File: config.mk
export PLATFORM = sky130hd
export DESIGN_NAME = fetch_queue
export DESIGN_NICKNAME = d
export VERILOG_FILES = /design/src/rtl/pipe_pkg.sv /design/src/rtl/fetch_queue.sv
export SDC_FILE = /design/constraint.sdc
export NUM_CORES = 1
export LEC_CHECK = 0
export ABC_AREA = 1
export CAP_MARGIN = 10
export CELL_PAD_IN_SITES_DETAIL_PLACEMENT = 1
export CELL_PAD_IN_SITES_GLOBAL_PLACEMENT = 1
export CORE_MARGIN = 2
export CORE_UTILIZATION = 45
export CTS_CLUSTER_DIAMETER = 60
export DETAILED_ROUTE_END_ITERATION = 7
export DONT_BUFFER_PORTS = 1
export PLACE_DENSITY_LB_ADDON = 0.1
export SLEW_MARGIN = 10
export SYNTH_ARGS = -nofsm -noshare
export SYNTH_HDL_FRONTEND = slang
export SYNTH_SLANG_ARGS = --single-unit
File: constraint.sdc
create_clock -name CLK -period 6 [get_ports CLK]
set_clock_uncertainty 0.15 [all_clocks]
set_input_delay 1.5 -clock CLK [delete_from_list [all_inputs] [get_ports CLK]]
set_output_delay 1.5 -clock CLK [all_outputs]
set_load 0.01 [all_outputs]
File: src/rtl/pipe_pkg.sv
// Shared pipeline types for the fetch/decode boundary.
package pipe_pkg;

  localparam int unsigned XLEN_DEFAULT = 32;

  typedef logic [XLEN_DEFAULT-1:0] instr_t;
  typedef logic [XLEN_DEFAULT-1:0] pc_t;

  typedef struct packed {
    instr_t instr;
    pc_t    pc;
  } fq_entry_t;

endpackage

File: src/rtl/fetch_queue.sv
// Fetch-to-decode instruction FIFO with early stall and flush-with-drop of the in-flight slot.
// Optional FETCH_QUEUE_BYPASS_EN: zero-latency pass-through when the queue is empty.
module fetch_queue
  import pipe_pkg::*;
#(
  parameter int unsigned DEPTH = 4,
  parameter int unsigned XLEN  = XLEN_DEFAULT
) (
  input  logic                     CLK,
  input  logic                     RSTN,
  input  logic                     IN_VALID,
  input  logic [XLEN-1:0]          IN_INSTR,
  input  logic [XLEN-1:0]          IN_PC,
  output logic                     STALL_OUT,
  input  logic                     FLUSH,
  output logic                     OUT_VALID,
  output logic [XLEN-1:0]          OUT_INSTR,
  output logic [XLEN-1:0]          OUT_PC,
  input  logic                     OUT_READY,
  output logic [$clog2(DEPTH):0]   COUNT
);

  localparam int unsigned PtrW = $clog2(DEPTH);
  localparam int unsigned CntW = PtrW + 1;
  localparam logic [CntW-1:0] CntFull = CntW'(DEPTH);
  localparam logic [CntW-1:0] CntSkid = CntW'(DEPTH - 1);

  typedef struct packed {
    logic [XLEN-1:0] instr;
    logic [XLEN-1:0] pc;
  } entry_t;

  logic [PtrW-1:0] wr_ptr_q, wr_ptr_d;
  logic [PtrW-1:0] rd_ptr_q, rd_ptr_d;
  logic [CntW-1:0] count_q, count_d;
  logic            drop_next_q, drop_next_d;
  entry_t          mem_q [DEPTH];

  logic   full, q_valid, bypass, q_pop, push;
  entry_t head;

  always_comb begin
    full    = (count_q == CntFull);
    q_valid = (count_q != '0) && !FLUSH;
`ifdef FETCH_QUEUE_BYPASS_EN
    bypass  = (count_q == '0) && IN_VALID && !drop_next_q && !FLUSH;
`else
    bypass  = 1'b0;
`endif
    q_pop   = q_valid && OUT_READY;
    // A bypassed instruction taken by decode this cycle never enters storage.
    push    = IN_VALID && !FLUSH && !drop_next_q && (!full || q_pop) && !(bypass && OUT_READY);

    head      = bypass ? entry_t'{instr: IN_INSTR, pc: IN_PC} : mem_q[rd_ptr_q];
    OUT_VALID = q_valid || bypass;
    OUT_INSTR = OUT_VALID ? head.instr : '0;
    OUT_PC    = OUT_VALID ? head.pc    : '0;
    // One skid slot absorbs the instruction fetch issues before it sees the stall.
    STALL_OUT = (count_q >= CntSkid) || FLUSH || !RSTN;
    COUNT     = count_q;
  end

  always_comb begin
    wr_ptr_d    = wr_ptr_q;
    rd_ptr_d    = rd_ptr_q;
    count_d     = count_q;
    drop_next_d = 1'b0;
    if (FLUSH) begin
      wr_ptr_d    = '0;
      rd_ptr_d    = '0;
      count_d     = '0;
      drop_next_d = 1'b1;
    end else begin
      if (push)  wr_ptr_d = wr_ptr_q + 1'b1;
      if (q_pop) rd_ptr_d = rd_ptr_q + 1'b1;
      count_d = count_q + CntW'(push) - CntW'(q_pop);
    end
  end

  always_ff @(posedge CLK or negedge RSTN) begin
    if (!RSTN) begin
      wr_ptr_q    <= '0;
      rd_ptr_q    <= '0;
      count_q     <= '0;
      drop_next_q <= 1'b0;
    end else begin
      wr_ptr_q    <= wr_ptr_d;
      rd_ptr_q    <= rd_ptr_d;
      count_q     <= count_d;
      drop_next_q <= drop_next_d;
    end
  end

  // Storage is deliberately not reset; outputs are masked while empty.
  always_ff @(posedge CLK) begin
    if (push) mem_q[wr_ptr_q] <= entry_t'{instr: IN_INSTR, pc: IN_PC};
  end

`ifndef SYNTHESIS
  always_ff @(posedge CLK) begin
    if (RSTN) begin
      assert (!(IN_VALID && !FLUSH && !drop_next_q && full && !q_pop))
        else $error("fetch_queue: instruction arrived while full, dropped");
    end
  end
`endif

endmodule

==> summary.txt <==
Global route
  • Gr ovfl total: 0
  • Vias in the first global route: 6688
  • Met1 GRT Util: 0.242
  • M3 GR Usage: 0.0446
  • Largest net degree at the start of global routing: 82
  • First-pass GRT wire length: 37.6 mm
  • Total GRT Usage: 0.202
  • Grt peak-use layer: met2
  • Grt met2 use: 0.368
  • Antenna violations before repair: 0

Placement
  • Pre-CTS setup slack: 1330 ps
  • IO Port Bufs: 0
  • RePlAce Congestion: 0.742
  • Final HPWL DP: 14.1 mm
  • Cell count after placement: 1063

Power and ir drop
  • Combinational share of power: 0.155
  • PwrDens: 393 nW/µm²
  • Pleak: 3.85 nW
  • Part of the power in the clock network: 0.370
  • Seq pwr share: 0.475
  • Max IR drop VDD: 0.000342 V
  • Switch share: 0.283
  • Net load switching power: 0.00128 W
  • Internal Power: 0.00325 W
  • Overall power: 0.00453 W

Final layout
  • Diodes inserted: 0
  • Share of layout cells above drive strength 1: 0.0700
  • Fill cells: 2305
  • Final Util: 0.507
  • Non-Filler Instances: 1113
  • Area grow syn2layout: 10.1%
  • Final nets: 885

Worst hold path
  • WHS Endpoint: wr_ptr_q[1]
  • Hold Path Depth: 3
  • Hold Startpoint: drop_next_q
  • HP Class: register to register

Synth
  • Syn Inst Count: 817
  • Synth Net Count: 894
  • Seq/Total Area, Yosys: 0.754
  • Synthesis-stage register bit count: 264
  • Synth top area cells: edfxtp_1, nor2_1, o21ai_0, a21oi_1, o21ai_1
  • Post-synth EDFFs: 256
  • FFs w/ async S/R, synth: 0.0303
  • Syn_area_per_cell: 12.8 µm²
  • Most frequent cell after synthesis: nor2_1
  • Top cell type by total area after synthesis: edfxtp_1
  • Main flop type after synthesis: edfxtp_1
  • Ys Warns: 0
  • Count of cell types in the netlist: 22
  • Share of the synthesized area in the top cell type: 0.734
  • Most frequent cells after synthesis: nor2_1, edfxtp_1, o21ai_0
  • Mapped Area: 10500 µm²

Floorplanning
  • Die Wd: 157 µm
  • Num ports: 138
  • Row Count: 55
  • Initial Utilization: 0.461
  • Core Area: 22700 µm²
  • Die H: 157 µm
  • Die area: 24500 µm²

Timing
  • Final TNS setup: 0 ps
  • Slew headroom: 0.313
  • Least-Margin Pin Slew: 1030 ps
  • Fmax: 0.215 GHz
  • Fin. Hold Viols: 0
  • Final setup fails: 0
  • Min Tclk post-route: 4650 ps
  • Min setup slack post-route: 1350 ps
  • Final Max Slew Viols: 0
  • Final period util: 0.775
  • RSZ-0062 raised after global routing: no

CTS
  • Skew-Pair Late Insertion Delay: 530 ps
  • CTS Sinks: 264
  • Post-CTS Resized: 0
  • Max Root-Sink Buffers: 3
  • Root Driver: clkbuf_16
  • CTS tree: built
  • Setup bufs post-CTS: 0
  • # H-tree levels: 1
  • Hold_buf cts: 0
  • CTS Buf Count: 28
  • Clock transition at path regs: 60 ps

Detailed routing
  • Residual DRC: 0
  • Total vias in the final route: 6201
  • Vias per inst: 5.57
  • Drt initial violations: 364
  • Routed wire length: 24.5 mm
  • Detail Route Antenna Nets: 0
  • WL per Instance: 22.1 µm
  • Pre-antenna DRT Iters: 4

Setup path
  • CP Data Required Time: 4350 ps
  • FF-to-FF Start: COUNT[1]
  • CP Class: register to primary output
  • Reg2reg end: COUNT[2]
  • CP Launch Type: register
  • WP data arrival: 3000 ps
  • Reg2Reg Depth: 12
  • R2R Setup Slk: 2530 ps
  • CP Max Fanout: 75
  • Crit. End Element: primary output

Run
  • Number of max-cap violations: 0

Outcome
  • Status: finished clean
routing by layer:
metal  vias up  routed length, µm
met4         0                565
met3        39               1450
met1      3148               9900
met2       142              12600
met5         -                  0
li1       2872                  -
cell type report:
type,count,area [µm²],area share
clock buffers,34,744,0.0646
inverters,16,61.3,0.00532
repair buffers,10,113,0.00977
multi-input cells,488,2210,0.192
clock inverters,16,146,0.0127
flip-flops and latches,264,7890,0.685
well taps,285,357,0.0309
cell families (layout without fill, tap and decap cells):
logic type | Yosys count | after routing | share of synthesized area
AO/OA/AOI/OAI | 195 | 195 | 0.0935
adder cells (fa/ha/maj) | 8 | 8 | 0.0103
XOR/XNOR | 2 | 2 | 0.00167
flip-flops | 264 | 264 | 0.754
AND/OR/NAND/NOR | 283 | 283 | 0.102
buffers and inverters | 65 | 76 | 0.0386
state kept, by name, indices dropped and copies added, names as in the netlist:
signal       flops
wr_ptr_q         2
rd_ptr_q         2
drop_next_q      1
mem_q          256
COUNT            3
through the flow:
stage               area (µm²)  hold slack [ps]
finish                   11500              404
floorplan                10500              360
detailed placement       10600              393
CTS                      11500              402
global placement         10600              384
global route             11500              440
placed cells by master (no fill, tap or decap):
cell type / count
dfrtp_2: 1
dfrtp_1: 6
nand4_1: 2
ha_1: 7
clkinv_1: 7
o211ai_1: 1
inv_1: 13
buf_4: 7
o21ai_0: 75
fa_1: 1
clkinv_2: 7
nor2_1: 264
dfrtp_4: 1
inv_2: 2
clkbuf_16: 29
bufinv_16: 3
nand3_1: 4
edfxtp_1: 256
o21ai_1: 55
nor2_4: 4
nand2_1: 8
buf_12: 3
xor2_1: 2
a21oi_1: 64
nand2_2: 1
clkbuf_1: 5
power groups by stage:
stage                     clock (W)  sequential, W  combinational, W
after floorplan                   0        0.00213          0.000669
after global placement            0        0.00219          0.000688
after detailed placement          0        0.00220          0.000719
after CTS                   0.00171        0.00216          0.000724
after global routing        0.00177        0.00216          0.000800
final                       0.00168        0.00215          0.000704
worst max-delay path, cell delays in order (launching register included):
cell and delay (ps):
dfrtp_4 970, buf_4 680, nor2_1 110, nor2_1 120, o21ai_0 150, a21oi_1 330
worst max-delay path by stage:
stage                startpoint            end
floorplan                 FLUSH    mem_q[0][0]
global placement          FLUSH     OUT_PC[27]
detailed placement        FLUSH     OUT_PC[27]
global route        rd_ptr_q[0]  OUT_INSTR[15]
CTS                 rd_ptr_q[0]  OUT_INSTR[15]
finish              rd_ptr_q[0]  OUT_INSTR[15]
Note: power is estimated with default switching activity, not from simulation.
